**src/rtl/capture_seq_if.sv**
```systemverilog
// Handshake bundle between capture_seq and its neighbours (capture, trigger and cmd_cfg logic).
// The master drives the strobes and configuration; the slave is capture_seq itself.
interface capture_seq_if #(
  parameter int AW = 9,
  parameter int PW = 16
);
  logic          wrt_smpl;
  logic          run;
  logic          mode;
  logic [PW-1:0] trig_pos;
  logic          triggered;
  logic          capture_done;
  logic          we;
  logic [AW-1:0] waddr;
  logic          armed;
  logic          set_capture_done;
  logic [AW-1:0] trig_addr;
  logic          busy;
  logic          auto_trig;

  modport master (
    output wrt_smpl, run, mode, trig_pos, triggered, capture_done,
    input  we, waddr, armed, set_capture_done, trig_addr, busy, auto_trig
  );

  modport slave (
    input  wrt_smpl, run, mode, trig_pos, triggered, capture_done,
    output we, waddr, armed, set_capture_done, trig_addr, busy, auto_trig
  );
endinterface

```
**src/rtl/capture_seq.sv**
```systemverilog
// Capture controller for the logic-analyzer sample RAM: circular write addressing, pre/post-trigger fill.
// Optional macro AUTO_TRIG_EN adds a forced trigger after AUTO_TMO armed samples.
module capture_seq #(
  parameter int ENTRIES  = 384,
  parameter int AW       = $clog2(ENTRIES),
  parameter int PW       = 16,
  parameter int AUTO_TMO = 1024
) (
  input logic         clk,
  input logic         rst,
  capture_seq_if.slave bus
);

  typedef logic [AW-1:0] addr_t;
  typedef logic [AW:0]   cnt_t;

  localparam logic [2:0] IDLE  = 3'd0;
  localparam logic [2:0] PRE   = 3'd1;
  localparam logic [2:0] ARMED = 3'd2;
  localparam logic [2:0] POST  = 3'd3;
  localparam logic [2:0] DONE  = 3'd4;

  localparam cnt_t  LAST_CNT  = cnt_t'(ENTRIES - 1);
  localparam addr_t LAST_ADDR = addr_t'(ENTRIES - 1);

  logic [2:0]    state;
  logic [2:0]    next_state;
  addr_t         waddr;
  addr_t         trig_addr;
  cnt_t          eff_pos;
  cnt_t          pre_cnt;
  cnt_t          post_cnt;
  cnt_t          sat_pos;
  cnt_t          pre_need;
  cnt_t          pre_inc;
  cnt_t          post_inc;
  logic          armed;
  logic          busy;
  logic          set_done;
  logic          active;
  logic          we;
  logic          reinit;
  logic          trig_hit;
  logic          forced;
  logic [PW-1:0] trig_pos_in;
  logic [31:0]   trig_pos_wide;

  assign trig_pos_in   = bus.trig_pos;
  assign trig_pos_wide = 32'(trig_pos_in);
  assign sat_pos       = (trig_pos_wide > 32'(ENTRIES - 1)) ? LAST_CNT : cnt_t'(trig_pos_wide);
  assign pre_need      = LAST_CNT - eff_pos;
  assign pre_inc       = pre_cnt + 1'b1;
  assign post_inc      = post_cnt + 1'b1;
  assign active        = (state == PRE) || (state == ARMED) || (state == POST);
  assign we            = bus.wrt_smpl & active;

`ifdef AUTO_TRIG_EN
  localparam int TW = $clog2(AUTO_TMO + 1);
  typedef logic [TW-1:0] tmo_t;

  tmo_t tmo;
  logic auto_trig_q;

  assign forced = bus.wrt_smpl && !bus.triggered && (tmo == tmo_t'(AUTO_TMO - 1));

  // tmo counts armed samples only, so it restarts every time ARMED is entered
  always_ff @(posedge clk or posedge rst) begin
    if (rst) begin
      tmo         <= '0;
      auto_trig_q <= 1'b0;
    end else begin
      if (state != ARMED)
        tmo <= '0;
      else if (bus.wrt_smpl)
        tmo <= tmo + 1'b1;
      if (reinit)
        auto_trig_q <= 1'b0;
      else if (state == ARMED && bus.run && trig_hit)
        auto_trig_q <= forced;
    end
  end

  assign bus.auto_trig = auto_trig_q;
`else
  assign forced        = 1'b0;
  assign bus.auto_trig = 1'b0;
`endif

  assign trig_hit = bus.wrt_smpl && (bus.triggered || forced);

  // Dropping run always wins over progress, so an abort never reaches DONE
  always_comb begin
    next_state = state;
    case (state)
      IDLE:  if (bus.run) next_state = (sat_pos == LAST_CNT) ? ARMED : PRE;
      PRE: begin
        if (!bus.run)                                next_state = IDLE;
        else if (bus.wrt_smpl && pre_inc == pre_need) next_state = ARMED;
      end
      ARMED: begin
        if (!bus.run)     next_state = IDLE;
        else if (trig_hit) next_state = (eff_pos == '0) ? DONE : POST;
      end
      POST: begin
        if (!bus.run)                                 next_state = IDLE;
        else if (bus.wrt_smpl && post_inc == eff_pos) next_state = DONE;
      end
      DONE: begin
        if (!set_done && !bus.capture_done)
          next_state = (bus.run && bus.mode) ? ((sat_pos == LAST_CNT) ? ARMED : PRE) : IDLE;
      end
      default: next_state = IDLE;
    endcase
  end

  assign reinit = ((state == IDLE) || (state == DONE)) &&
                  ((next_state == PRE) || (next_state == ARMED));

  always_ff @(posedge clk or posedge rst) begin
    if (rst) begin
      state     <= IDLE;
      waddr     <= '0;
      trig_addr <= '0;
      eff_pos   <= '0;
      pre_cnt   <= '0;
      post_cnt  <= '0;
      armed     <= 1'b0;
      busy      <= 1'b0;
      set_done  <= 1'b0;
    end else begin
      state    <= next_state;
      armed    <= (next_state == ARMED);
      busy     <= (next_state == PRE) || (next_state == ARMED) || (next_state == POST);
      set_done <= (next_state == DONE) && (state != DONE);

      if (reinit) begin
        waddr    <= '0;
        pre_cnt  <= '0;
        post_cnt <= '0;
        eff_pos  <= sat_pos;
      end else begin
        if (we)
          waddr <= (waddr == LAST_ADDR) ? '0 : waddr + 1'b1;
        if (state == PRE && bus.wrt_smpl)
          pre_cnt <= pre_inc;
        if (state == POST && bus.wrt_smpl)
          post_cnt <= post_inc;
        if (state == ARMED && bus.run && trig_hit) begin
          trig_addr <= waddr;
          post_cnt  <= '0;
        end
      end
    end
  end

  assign bus.we               = we;
  assign bus.waddr            = waddr;
  assign bus.armed            = armed;
  assign bus.set_capture_done = set_done;
  assign bus.trig_addr        = trig_addr;
  assign bus.busy             = busy;

endmodule

```
**src/flat_wrapper.sv**
```systemverilog
// flat-port wrapper written by rule: the top's interface ports become plain ports
module capture_seq_flat 
#(
  parameter int ENTRIES  = 384,
  parameter int AW       = $clog2(ENTRIES),
  parameter int PW       = 16,
  parameter int AUTO_TMO = 1024
)
  (clk, rst, bus_wrt_smpl, bus_run, bus_mode, bus_trig_pos, bus_triggered, bus_capture_done, bus_we, bus_waddr, bus_armed, bus_set_capture_done, bus_trig_addr, bus_busy, bus_auto_trig);
  capture_seq_if #(.AW(AW), .PW(PW)) bus_i ();
  input logic clk;
  input logic rst;
  input wire logic [$bits(bus_i.wrt_smpl)-1:0] bus_wrt_smpl;
  input wire logic [$bits(bus_i.run)-1:0] bus_run;
  input wire logic [$bits(bus_i.mode)-1:0] bus_mode;
  input wire logic [$bits(bus_i.trig_pos)-1:0] bus_trig_pos;
  input wire logic [$bits(bus_i.triggered)-1:0] bus_triggered;
  input wire logic [$bits(bus_i.capture_done)-1:0] bus_capture_done;
  output wire logic [$bits(bus_i.we)-1:0] bus_we;
  output wire logic [$bits(bus_i.waddr)-1:0] bus_waddr;
  output wire logic [$bits(bus_i.armed)-1:0] bus_armed;
  output wire logic [$bits(bus_i.set_capture_done)-1:0] bus_set_capture_done;
  output wire logic [$bits(bus_i.trig_addr)-1:0] bus_trig_addr;
  output wire logic [$bits(bus_i.busy)-1:0] bus_busy;
  output wire logic [$bits(bus_i.auto_trig)-1:0] bus_auto_trig;
  assign bus_i.wrt_smpl = bus_wrt_smpl;
  assign bus_i.run = bus_run;
  assign bus_i.mode = bus_mode;
  assign bus_i.trig_pos = bus_trig_pos;
  assign bus_i.triggered = bus_triggered;
  assign bus_i.capture_done = bus_capture_done;
  assign bus_we = bus_i.we;
  assign bus_waddr = bus_i.waddr;
  assign bus_armed = bus_i.armed;
  assign bus_set_capture_done = bus_i.set_capture_done;
  assign bus_trig_addr = bus_i.trig_addr;
  assign bus_busy = bus_i.busy;
  assign bus_auto_trig = bus_i.auto_trig;
  capture_seq #(.ENTRIES(ENTRIES), .AW(AW), .PW(PW), .AUTO_TMO(AUTO_TMO)) u_core (.clk(clk), .rst(rst), .bus(bus_i));
endmodule
```
**config.mk**
```make
export PLATFORM = sky130hd
export DESIGN_NAME = capture_seq_flat
export DESIGN_NICKNAME = d
export VERILOG_FILES = /design/src/rtl/capture_seq_if.sv /design/src/rtl/capture_seq.sv /design/src/flat_wrapper.sv
export SDC_FILE = /design/constraint.sdc
export NUM_CORES = 1
export LEC_CHECK = 0
export ABC_CLOCK_PERIOD_IN_PS = 2600
export BUFFER_PORTS_ARGS = -buffer_cell sky130_fd_sc_hd__clkbuf_2
export CORE_ASPECT_RATIO = 2
export CORE_MARGIN = 8
export CORE_UTILIZATION = 45
export DETAILED_ROUTE_END_ITERATION = 12
export MAX_ROUTING_LAYER = met4
export PLACE_DENSITY = 0.72
export SLEW_MARGIN = 10
export SYNTH_ARGS = -nofsm -noshare
export SYNTH_HDL_FRONTEND = slang
export SYNTH_SLANG_ARGS = --single-unit
```
**constraint.sdc**
```tcl
create_clock -name clk -period 2.6 [get_ports clk]
set_input_delay 0.13 -clock clk [delete_from_list [all_inputs] [get_ports clk]]
set_output_delay 0.13 -clock clk [all_outputs]
set_load 0.01 [all_outputs]
```
=== Word level (Yosys, flattened, before mapping) ===
Cells that the tools add are included.

* Reductions and logical operators: 24
* Bitwise gates (word level): 2
* Mux-type cells: 21
* Magnitude comparators: 1
* Add/subtract/negate cells: 4
* Eq/ne operators: 13

{| class="wikitable"
|+ Operator list
! kind !! count
|-
| 10-bit 2-to-1 mux || 6
|-
| 3-bit 2-to-1 mux || 10
|-
| 9-bit 2-to-1 mux || 3
|-
| 10-bit by 1-bit adder with 10-bit output (second input constant) || 2
|-
| 10-bit == test || 2
|-
| 16-bit by 9-bit greater-than comparator with 1-bit output (second input constant) || 1
|-
| 3-bit case mux with 5 select lines || 1
|-
| 3-bit by 2-bit == test with 1-bit output (second input constant) || 4
|-
| 1-bit logical AND || 11
|-
| 10-bit by 9-bit == test with 1-bit output (second input constant) || 1
|-
| 10-bit logical NOT || 1
|-
| 9-bit by 10-bit subtractor with 10-bit output (first input constant) || 1
|-
| 9-bit by 1-bit adder with 9-bit output (second input constant) || 1
|-
| 9-bit == test (second input constant) || 1
|-
| 3-bit by 1-bit == test with 1-bit output (second input constant) || 2
|-
| 3-bit == test (second input constant) || 2
|-
| 1-bit logical OR || 5
|-
| 2-bit nonzero test || 2
|-
| 3-bit logical NOT || 1
|-
| 3-bit inequality test (second input constant) || 1
|-
| 3-bit nonzero test || 1
|-
| 1-bit logical NOT || 2
|-
| 2-bit 2-to-1 mux || 1
|-
| 2-bit AND reduction || 1
|-
| other kinds (2) || 2
|}

* Output and inout bits: 23
* Bits in registers: 54

=== Depth between registers and ports, before layout ===
* Depth in word-level cells: 12
* Mapped depth: 8

=== Worst setup path after synthesis ===
OpenSTA, ideal clock, no wires.

* Path type: flip-flop to flip-flop
* Start: register u_core.pre_cnt[0]
* End: register u_core.state[0]
* Path slack: 0.618 ns
* Library setup time: 0.124 ns
* Data required time: 2.476 ns
* Stages on the path, launching flop included: 9
* Arrival: 1.858 ns
* Path buffers: 2
* Cells stage by stage: dfrtp_1 ha_1 clkbuf_1 buf_2 nand4_1 o22a_1 nor3_1 nand3_1 a211o_1

* Cells in the longest elaborated chain, start to end: 6

{| class="wikitable"
|+ RTL lines
! item !! RTL line !! source
|-
| from (decl) || capture_seq.sv:31 || <nowiki>cnt_t pre_cnt;</nowiki>
|-
| from (signal assigned) || capture_seq.sv:145 || <nowiki>pre_cnt <= pre_inc;</nowiki>
|-
| 10-bit by 1-bit adder with 10-bit output || capture_seq.sv:52 || <nowiki>assign pre_inc = pre_cnt + 1'b1;</nowiki>
|-
| 10-bit == test || capture_seq.sv:98 || <nowiki>else if (bus.wrt_smpl && pre_inc == pre_need) next_state = ARMED;</nowiki>
|-
| 1-bit logical AND || capture_seq.sv:98 ||
|-
| 3-bit 2-to-1 mux || capture_seq.sv:98 ||
|-
| 3-bit 2-to-1 mux || capture_seq.sv:97 || <nowiki>if (!bus.run) next_state = IDLE;</nowiki>
|-
| 3-bit case mux with 5 select lines || capture_seq.sv:94 || <nowiki>case (state)</nowiki>
|-
| via u_core.next_state[0] || capture_seq.sv:27 || <nowiki>logic [2:0] next_state;</nowiki>
|-
| to (signal assigned) || capture_seq.sv:131 || <nowiki>state <= next_state;</nowiki>
|-
| to (decl) || capture_seq.sv:26 || <nowiki>logic [2:0] state;</nowiki>
|}

The timed path passes the listed nets, and every way through them passes these cells.
A chain may end at the register's enable or synchronous reset.

=== Worst setup path after layout ===
Same ends and word-level chain as after synthesis.

==> impl_metrics.py <==
metrics = {
    "synth": {
        "avgSynthCellArea_um2": 9.461,
        "synth_edf_count": 0,
        "ys_top_cells_by_area": "dfrtp_1 43%, xor2_1 5.3%, xnor2_1 4.1%",
        "yosysWarnings": 0,
        "synth-seq-cells": 54,
        "synth_nets": 362,
        "syn-cell-area_um2": 3169,
        "synth_top_flop_cell": "dfrtp_1",
        "async_reset_ff_share_pct": 100.0,
        "yosysTopAreaCell": "dfrtp_1",
        "ys_types": 61,
        "yosysSeqAreaShare_pct": 42.64,
        "syn_inst": 335,
        "netlist_top_cells_count": "54 x dfrtp_1, 30 x nor2_1, 25 x nand2_1",
        "synth_most_common_cell": "dfrtp_1",
        "synth_top_area_share_pct": 42.64,
    },
    "setup_path": {
        "arrival_ns": 2.46,
        "crit_slowest_cell": "ha_1",
        "cp-start-kind": "flop",
        "cp_slowest_stage_delay_ns": 0.52,
        "path_buf_inv": 0,
        "r2r-end": "u_core.state[0]",
        "cp_cell_sequence": "ha_1, xor2_1, o21ai_0, o22a_1, nor3_1, nand3_1, a211o_1",
        "timing_worst_setup_path_type": "reg -> reg",
        "path_max_fanout": 16,
        "worstReg2RegStart": "u_core.pre_cnt[0]",
        "cp-end-kind": "flop",
        "critPathTopFamily": "compound AO/OA/AOI/OAI gates",
        "crit_required_ns": 2.78,
        "r2r_setup_slack_ns": 0.32,
        "worst_r2r_path_depth": 7,
    },
    "run_status": {
        "outcome": "finished clean",
    },
    "power_and_ir_drop": {
        "leakage_nw": 1.606,
        "peakVddDrop_v": 0.0005837,
        "power.total_w": 0.002214,
        "power.density_nw_per_um2": 605.8,
    },
    "global_route": {
        "grt_usage_pct": 17.34,
        "grt_use_met1_pct": 16.34,
        "grtUsageMet3_pct": 2.823,
        "antenna_found_initial": 0,
        "met2_usage_pct": 29.43,
        "top_usage_layer": "met2",
        "grt_overflow": 0,
        "grt_pass1_wl_um": 13140,
        "grt_start_max_net_pins": 31,
        "grt_pass1_vias": 2773,
    },
    "timing": {
        "fin_crit_sh_pct": 87.67,
        "slew_headroom_pct": 54.91,
        "finalHoldViolCount": 0,
        "rsz0062_at_grt": "no",
        "drv_slew": 0,
        "tightest_slew_ns": 0.6727,
        "finalCriticalPeriod_ns": 2.279,
        "finalClockSkew_ns": 0.01137,
        "fin_ws_ns": 0.3206,
        "fmax_mhz": 438.7,
        "final.setup.tns_ns": 0,
        "finalSetupViolCount": 0,
    },
    "hold_path": {
        "hold_path.class": "in -> reg",
        "whs_endpoint": "u_core.eff_pos[2]",
        "worstHoldStart": "bus_trig_pos[2]",
        "min_path_cells": 2,
    },
    "drt": {
        "vias": 2741,
        "drtIter0Drc": 181,
        "ant_nets": 0,
        "wirelength_um": 8138,
        "dr.pass1.iters": 4,
        "drc": 0,
        "wl_per_cell_um": 17.46,
        "vias_per_cell": 5.882,
    },
    "finish": {
        "final_net_count": 402,
        "fill_cells": 692,
        "drive_gt1_share_pct": 20.74,
        "area_growth_pct": 15.32,
        "num_antenna_cells": 0,
        "final_cells": 466,
    },
    "placed_design": {
        "gp_congestion": 0.9409,
        "dpl.hpwl_um": 6212,
        "dp.cells": 457,
        "dp_slack_ns": 0.3229,
        "port_buffers": 44,
    },
    "clock_network": {
        "clk-insertion-delay-late_ns": 0.30,
        "clock_path_buffers": 2,
        "cts-buffers-inserted": 5,
        "root_buffer": "clkbuf_16",
        "cts_resized": 0,
        "clk_pin_slew_ns": 0.07,
        "h-tree-depth": 2,
        "cts_num_sinks": 54,
        "cts_tree": "done",
    },
    "die": {
        "start_util_pct": 46.02,
        "io_pins": 46,
        "die_area_um2": 10150,
        "die_h_um": 134.7,
        "core_area_um2": 6887,
        "row_count": 43,
        "die_w_um": 75.34,
    },
    "flow_run": {
        "cap_violations": 0,
    },
}
cells by family (layout without fill, tap and decap cells):
logic type	after synthesis	in the layout	share of synthesized area, %
AO/OA/AOI/OAI	75	75	16.78
XOR/XNOR	35	35	10.11
adder cells (fa/ha/maj)	4	4	1.579
buffers and inverters	26	67	3.474
flip-flops	54	54	42.64
multiplexers	11	11	3.830
other	1	1	0.1183
AND/OR/NAND/NOR	129	129	21.48
cells in the final DEF (no fill, tap or decap), types with 2 or more instances in the layout:
cell       count
nand2b_1       3
nor4_1         5
buf_4          4
nand3_1       13
o21ai_0       20
clkbuf_16      5
nand4_1       13
and3_1         8
or3_1          3
and2_1         2
xnor2_1       15
nor2_1        30
mux2_2         9
inv_1          8
a21oi_1       13
o22a_1         9
a211o_1        2
mux2i_1        2
a41oi_1        2
nand2_1       25
o2111ai_1      2
a311oi_1       2
xor2_1        19
nor3_1         8
inv_2          2
dfrtp_1       54
o31ai_1        3
clkbuf_2      44
a31oi_1        7
ha_1           4
nor2b_1        4
metrics by stage:
step                instance area (um2)  utilization [%]  hold slack (ns)
CTS                                3655            53.07          0.05939
global route                       3655            53.07          0.06285
finish                             3655            53.07          0.06016
detailed placement                 3472            50.42           0.1974
global placement                   3472            50.42           0.1945
floorplan                          3169                -           0.2560
what timing repair did:
item	CTS	global route
hold buffers	1	0
endpoints found under the hold margin	24	0
setup buffers	0	0
metal layers:
metal  vias to the layer above  routed length [um]
met5                         -                   0
met4                         0                 542
met3                        35                 405
met2                        83                4346
met1                      1328                2843
li1                       1295                   -
layout make-up:
type / count / area (um2) / area share (%)
Tap cell: 90 / 112.6 / 3.081
Clock buffer: 5 / 125.1 / 3.423
Sequential cell: 54 / 1351 / 36.97
Inverter: 10 / 37.54 / 1.027
Timing Repair Buffer: 49 / 260.3 / 7.121
Clock inverter: 3 / 47.55 / 1.301
Multi-Input combinational cell: 255 / 1720 / 47.07
state kept, by name, indices dropped and copies added, names as in the netlist, 3 cells and up:
signal and cells:
u_core.eff_pos 10, u_core.pre_cnt 10, u_core.bus.trig_addr 9, u_core.bus.waddr 9, u_core.state 3, u_core.post_cnt 10
worst max path at each step:
stage                                  from              end  slack [ns]  cells past startpoint
after CTS                 u_core.pre_cnt[0]  u_core.state[0]        0.32                      7
after floorplan           u_core.pre_cnt[0]  u_core.state[0]        0.62                      8
after detailed placement  u_core.pre_cnt[0]  u_core.state[0]        0.32                      7
after global placement    u_core.pre_cnt[0]  u_core.state[0]        0.42                      7
after global routing      u_core.pre_cnt[0]  u_core.state[0]        0.16                      7
final                     u_core.pre_cnt[0]  u_core.state[0]        0.32                      7
where the power goes:
part / switching [W] / total (W) / leakage [nW] / internal, W
combinational: 0.000284 / 0.000451 / 0.818 / 0.000167
sequential: 0.0000833 / 0.000989 / 0.704 / 0.000906
clock: 0.000314 / 0.000773 / 0.0844 / 0.000460
No activity file was read; power rests on OpenSTA's default activity.
